## src/rtl/regfile_pkg.sv

```systemverilog
// Shared constants, FSM state type and priority helper for the register-file writeback arbiter.
// The init sweep is enabled by defining REGFILE_INIT_SWEEP_EN.
package regfile_pkg;

   localparam int RF_ADDR_W   = 6;
   localparam int RF_DATA_W   = 128;
   localparam int RF_SCALAR_W = 32;
   localparam int RF_NUM_REGS = 25;
   localparam int RF_VEC_BIT  = 5;
   localparam int RF_LAST_IDX = 24;

   typedef enum logic {SWEEP, ARB} state_e;

   // Position of the lowest set bit of a request vector already rotated so bit 0 is the pointer.
   function automatic logic [2:0] first_valid(input logic [7:0] rot);
      logic [2:0] pos;
      pos = '0;
      for (int i = 7; i >= 0; i--) begin
         if (rot[i]) pos = i[2:0];
      end
      return pos;
   endfunction

endpackage

```

## src/rtl/regfile_wb_arbiter_rr_arbiter.sv

```systemverilog
// Combinational round-robin arbiter: the first requester at or after ptr wins.
module rr_arbiter
   import regfile_pkg::*;
#(
   parameter int NUM_REQ = 3
) (
   input  logic [NUM_REQ-1:0] req,
   input  logic [2:0]         ptr,
   output logic [NUM_REQ-1:0] gnt,
   output logic [2:0]         gnt_idx
);

   localparam logic [3:0] NUM_REQ_W = 4'(NUM_REQ);

   logic [2*NUM_REQ-1:0] req_rot;
   logic [7:0]           rot;
   logic [3:0]           sum;

   // Rotating a doubled copy puts requester ptr at bit 0 without a modulo per bit.
   always_comb begin
      req_rot = {req, req} >> ptr;
      rot     = '0;
      rot[NUM_REQ-1:0] = req_rot[NUM_REQ-1:0];
      sum = {1'b0, ptr} + {1'b0, first_valid(rot)};
      if (sum >= NUM_REQ_W) sum = sum - NUM_REQ_W;
      gnt_idx = sum[2:0];
      gnt     = '0;
      if (|req) gnt = {{(NUM_REQ-1){1'b0}}, 1'b1} << gnt_idx;
   end

endmodule

```

## src/rtl/regfile_wb_arbiter.sv

```systemverilog
// Shares the register-file write port between writeback requesters with round-robin arbitration.
// Defining REGFILE_INIT_SWEEP_EN adds a post-reset sweep that zeroes all 50 registers first.
module regfile_wb_arbiter
   import regfile_pkg::*;
#(
   parameter int NUM_REQ = 3
) (
   input  logic                           clk,
   input  logic                           rst,
   input  logic [NUM_REQ-1:0]             req_valid,
   input  logic [NUM_REQ*RF_ADDR_W-1:0]   req_addr,
   input  logic [NUM_REQ*RF_DATA_W-1:0]   req_data,
   output logic [NUM_REQ-1:0]             req_ready,
   output logic                           rf_we,
   output logic [RF_ADDR_W-1:0]           rf_addr,
   output logic [RF_DATA_W-1:0]           rf_wd,
   output logic [2:0]                     grant_id,
   output logic                           init_done,
   output logic                           addr_err
);

   localparam logic [4:0] LAST_IDX = 5'(RF_LAST_IDX);
   localparam logic [2:0] LAST_REQ = 3'(NUM_REQ - 1);

   state_e                 state_q, state_d;
   logic [2:0]             ptr_q, ptr_d;
   logic                   rf_we_q, rf_we_d;
   logic [RF_ADDR_W-1:0]   rf_addr_q, rf_addr_d;
   logic [RF_DATA_W-1:0]   rf_wd_q, rf_wd_d;
   logic [2:0]             grant_id_q, grant_id_d;
   logic                   init_done_q, init_done_d;
   logic                   addr_err_q, addr_err_d;

   logic [NUM_REQ-1:0]     gnt;
   logic [2:0]             gnt_idx;
   logic [RF_ADDR_W-1:0]   sel_addr;
   logic [RF_DATA_W-1:0]   sel_data;
   logic [4:0]             sel_idx;

`ifdef REGFILE_INIT_SWEEP_EN
   localparam logic [5:0] SWEEP_WRITES = 6'(2 * RF_NUM_REGS);
   localparam logic [5:0] SCALAR_REGS  = 6'(RF_NUM_REGS);
   localparam logic [5:0] VEC_SKIP     = 6'((1 << RF_VEC_BIT) - RF_NUM_REGS);
   logic [5:0]             sweep_cnt_q, sweep_cnt_d;
`endif

   rr_arbiter #(.NUM_REQ(NUM_REQ)) u_rr_arbiter (
      .req     (req_valid),
      .ptr     (ptr_q),
      .gnt     (gnt),
      .gnt_idx (gnt_idx)
   );

   always_comb begin
      sel_addr = '0;
      sel_data = '0;
      for (int i = 0; i < NUM_REQ; i++) begin
         if (gnt[i]) begin
            sel_addr = req_addr[i*RF_ADDR_W +: RF_ADDR_W];
            sel_data = req_data[i*RF_DATA_W +: RF_DATA_W];
         end
      end
      sel_idx   = sel_addr[4:0];
      req_ready = init_done_q ? gnt : '0;
   end

   // Register 0 is only ever written by the sweep; out-of-range indices are swallowed and flagged.
   always_comb begin
      state_d     = state_q;
      ptr_d       = ptr_q;
      rf_we_d     = 1'b0;
      rf_addr_d   = rf_addr_q;
      rf_wd_d     = rf_wd_q;
      grant_id_d  = grant_id_q;
      init_done_d = init_done_q;
      addr_err_d  = addr_err_q;
`ifdef REGFILE_INIT_SWEEP_EN
      sweep_cnt_d = sweep_cnt_q;
`endif
      case (state_q)
`ifdef REGFILE_INIT_SWEEP_EN
         SWEEP: begin
            if (sweep_cnt_q < SWEEP_WRITES) begin
               rf_we_d     = 1'b1;
               rf_addr_d   = (sweep_cnt_q < SCALAR_REGS) ? sweep_cnt_q : sweep_cnt_q + VEC_SKIP;
               rf_wd_d     = '0;
               sweep_cnt_d = sweep_cnt_q + 6'd1;
            end else begin
               state_d     = ARB;
               init_done_d = 1'b1;
            end
         end
`endif
         ARB: begin
            init_done_d = 1'b1;
            if (|req_ready) begin
               grant_id_d = gnt_idx;
               ptr_d      = (gnt_idx == LAST_REQ) ? 3'd0 : gnt_idx + 3'd1;
               if (sel_idx > LAST_IDX) begin
                  addr_err_d = 1'b1;
               end else if (sel_idx != 5'd0) begin
                  rf_we_d   = 1'b1;
                  rf_addr_d = sel_addr;
                  rf_wd_d   = sel_addr[RF_VEC_BIT] ? sel_data :
                              {{(RF_DATA_W-RF_SCALAR_W){1'b0}}, sel_data[RF_SCALAR_W-1:0]};
               end
            end
         end
         default: state_d = ARB;
      endcase
   end

   always_ff @(posedge clk or posedge rst) begin
      if (rst) begin
`ifdef REGFILE_INIT_SWEEP_EN
         state_q     <= SWEEP;
         sweep_cnt_q <= '0;
`else
         state_q     <= ARB;
`endif
         ptr_q       <= '0;
         rf_we_q     <= 1'b0;
         rf_addr_q   <= '0;
         rf_wd_q     <= '0;
         grant_id_q  <= '0;
         init_done_q <= 1'b0;
         addr_err_q  <= 1'b0;
      end else begin
         state_q     <= state_d;
`ifdef REGFILE_INIT_SWEEP_EN
         sweep_cnt_q <= sweep_cnt_d;
`endif
         ptr_q       <= ptr_d;
         rf_we_q     <= rf_we_d;
         rf_addr_q   <= rf_addr_d;
         rf_wd_q     <= rf_wd_d;
         grant_id_q  <= grant_id_d;
         init_done_q <= init_done_d;
         addr_err_q  <= addr_err_d;
      end
   end

   assign rf_we     = rf_we_q;
   assign rf_addr   = rf_addr_q;
   assign rf_wd     = rf_wd_q;
   assign grant_id  = grant_id_q;
   assign init_done = init_done_q;
   assign addr_err  = addr_err_q;

endmodule

```

## config.mk

```make
export PLATFORM = sky130hd
export DESIGN_NAME = regfile_wb_arbiter
export DESIGN_NICKNAME = d
export VERILOG_FILES = /design/src/rtl/regfile_pkg.sv /design/src/rtl/regfile_wb_arbiter_rr_arbiter.sv /design/src/rtl/regfile_wb_arbiter.sv
export SDC_FILE = /design/constraint.sdc
export NUM_CORES = 1
export LEC_CHECK = 0
export CORE_AREA = 4 4 213 215
export DETAILED_ROUTE_END_ITERATION = 16
export DIE_AREA = 0 0 217 219
export HOLD_SLACK_MARGIN = 0.08
export PLACE_DENSITY = 0.49
export SKIP_CTS_REPAIR_TIMING = 1
export SLEW_MARGIN = 40
export SYNTH_ARGS = -nofsm -noshare
export SYNTH_HDL_FRONTEND = slang
export SYNTH_HIERARCHICAL = 1
export SYNTH_SLANG_ARGS = --single-unit
```

## constraint.sdc

```tcl
create_clock -name clk -period 8.75 [get_ports clk]
set_input_delay 1.75 -clock clk [delete_from_list [all_inputs] [get_ports clk]]
set_output_delay 1.75 -clock clk [all_outputs]
set_load 0.02 [all_outputs]
```

==> results.toml <==
[final_layout]
design_area_mm2 = 0.0151
final_common_cell = "clkdlybuf4s50_1"
areaGrowthSynthToFinish_pct = 77.3
nets = 1846
drive_above_1_share_pct = 6.56
antenna_cells = 0
final_cells = 2040
layout_common_cells = "549 x clkdlybuf4s50_1, 181 x nand2_1, 143 x dfrtp_1"

[clock_network]
htreeDepth = 4
clk_pin_slew_worst_paths_ns = 0.06
cts.sinks = 143
cts_tree = "yes"
cts.path.max_buffers = 2
cts-root-buf = "clkbuf_16"
clk_latency_ns = 0.43
cts_buffers = 17

[placed_design]
dp_hpwl_um = 31800
port_buffers = 549
place_inst = 2008
place_area_mm2 = 0.0145
gp_congestion = 0.812

[global_routing]
grt.total_usage_pct = 16.7
grt_antenna_before_repair = 1
grt_max_degree = 172
grt_pass1_vias = 10044
grt_pass1_wl_um = 61000
grt.overflow.total = 0

[critical_path]
slowest_stage = "a21boi_1"
crit_type = "input port to output port"
r2r_setup_slack_ns = 2.57
cp-start-kind = "input port"
path_cells = "clkdlybuf4s50_1, and3b_1, a2111oi_0, a21oi_1, ha_1, fa_1, ha_1, nand3b_1, o211ai_1, nor2_1, a21boi_1, and2_1, clkdlybuf4s50_1"
reg2reg_depth = 19
endpoint_kind = "output port"
critPathRequiredTime_ns = 7.00
reg2reg_from = "ptr_q[1]"
path_max_fanout = 11
worstReg2RegEnd = "rf_wd[98]"
cp.arrival_ns = 6.26
cpPeakStageDelay_ns = 0.67

[yosys]
synth_xor_area_share_pct = 0.206
yosysTopAreaCellShare_pct = 42.1
yosys.area_share.adder_pct = 0.677
yosys_warnings = 6
ys.flop_type = "dfrtp_1"
synth_compound_area_share_pct = 39.9
synth_area_leaders = "dfrtp_1 42%, a22oi_1 12%, a22o_1 10%"
synth.cell_area_mm2 = 0.00851
syn_area_per_cell_um2 = 8.96
synth_top_family_by_area = "compound AO/OA/AOI/OAI gates"
syn_nets = 1360
synth_enable_flop_cells = 0
synthMuxAreaShare_pct = 0.132
synthDistinctLibCells = 51
synth-seq-cells = 143
seq_area_frac_synth_pct = 42.1
yosys.area.top_type = "dfrtp_1"
synthCells = 949
synthSimpleGateAreaFrac_pct = 11.1
synthArstFlopShare_pct = 100

[outcome]
status = "finished, final reports clean"

[floorplan]
num_rows = 77
fp.dieW_um = 217
core_mm2 = 0.0437
ios = 550
die_y_um = 219
die_area_mm2 = 0.0475
start_util_pct = 19.4

[worst_hold_path]
worstHoldStart = "addr_err"
hold_class = "flip-flop to flip-flop"
whs_endpoint = "addr_err"
worstHoldPathCells = 1

[drt]
viasPerCell = 4.72
route.vias.total = 9622
drtIter0Drc = 435
dr.pass1.iters = 4
wl_um = 41600
drc = 0
wl_per_cell_um = 20.4
postRouteAntennaNets = 0

[timing]
setup_violations = 0
fmax_mhz = 125
finalHoldViolCount = 0
finalSetupTns_ns = 0
worst_pin_slew_ns = 0.752
fin_crit_sh_pct = 91.6
relSlewSlack_pct = 49.8
period_needed_ns = 8.01
final.setup_skew_ns = 0.00880
slew_violations = 0
rsz0062_at_grt = "false"

[pwr]
power.switching_w = 0.00420
finalPower_w = 0.00800
p_sw_share_pct = 52.5
p_comb_share_pct = 76.2
p_leak_nw = 5.79
clock_power_share_pct = 8.8
p_per_area_mw_per_mm2 = 530
pwr-share-seq_pct = 15.0
intPower_w = 0.00380
peakVddDrop_mv = 0.362

[job]
max_cap_viol_count = 0
-- through the flow --
step / utilization (%) / hold slack (ns) / worst slack [ns]
2_1_floorplan: - / 0.472 / 1.46
3_3_place_gp: 33.2 / 0.462 / 0.919
3_5_place_dp: 33.2 / 0.457 / 0.829
4_1_cts: 34.5 / 0.475 / 0.819
5_1_grt: 34.5 / 0.493 / 0.530
6_report: 34.5 / 0.469 / 0.738
-- routing by layer --
| layer | vias to the layer above | share of wire, % | global-route usage, % |
|---|---|---|---|
| met5 | - | 0.031 | 0 |
| met4 | 2 | 1.9 | 4.73 |
| met3 | 41 | 6.7 | 4.83 |
| met2 | 363 | 50 | 29.1 |
| met1 | 4619 | 41 | 20.0 |
| li1 | 4597 | - | - |
-- flip-flops by register name, summed over array words and instances (netlist names) --
name,count
grant_id,3
rf_we,1
rf_wd,128
init_done,1
rf_addr,6
ptr_q,3
addr_err,1
-- cell type report --
cell class | count | area, um2
well taps | 592 | 741
multi-input cells | 698 | 4480
clock buffers | 23 | 478
inverters | 6 | 30.0
flip-flops and latches | 143 | 3580
repair buffers | 569 | 5690
clock inverters | 9 | 85.1
fillers | 4522 | 28700
-- cells in the mapped netlist, types with 2 or more instances --
library cell	count
nand2_1	181
o31ai_1	3
clkbuf_1	56
nor2b_1	8
buf_6	6
nor2_1	9
a32o_1	3
o221a_2	33
a21boi_1	3
buf_2	32
a21oi_1	9
a22oi_1	133
or4b_1	2
buf_1	6
buf_4	2
a22o_1	100
o21ai_0	136
dfrtp_1	143
o211ai_1	3
ha_1	3
nand3b_1	8
o22ai_1	33
nor3_1	2
inv_1	6
and2_1	3
-- how the worst max path moves through the flow --
stage	start	to	slack (ns)	cells after the start
floorplan	req_valid[1]	req_ready[1]	1.46	13
global placement	req_valid[1]	req_ready[0]	0.92	13
detailed placement	req_valid[1]	req_ready[0]	0.83	13
CTS	req_valid[1]	req_ready[0]	0.82	13
global route	req_valid[1]	req_ready[0]	0.53	13
finish	req_valid[1]	req_ready[0]	0.74	13
-- worst max-delay path: cells and delay by family --
family	cells	cell delay, ns
AOI/OAI and AO/OA	4	1.30
adders and majority gates	3	1.17
buffers and inverters	2	1.16
and+or+nand+nor	4	0.89
-- power by group through the flow --
| stage | logic, W | registers, W | clock network (W) |
|---|---|---|---|
| floorplan | 0.00370 | 0.00152 | 0 |
| global placement | 0.00611 | 0.00120 | 0 |
| detailed placement | 0.00619 | 0.00120 | 0 |
| CTS | 0.00619 | 0.00120 | 0.000734 |
| global route | 0.00671 | 0.00124 | 0.000757 |
| finish | 0.00609 | 0.00120 | 0.000706 |
-- cells by family (layout without fill, tap and decap cells) --
group,Yosys count,in the layout
compound gates,467,467
fa+ha+maj,4,4
flops,143,143
mux,1,1
buf+inv,108,607
simple gates,223,223
xor+xnor,2,2
other cells,1,1
(Power assumes the default switching activity.)
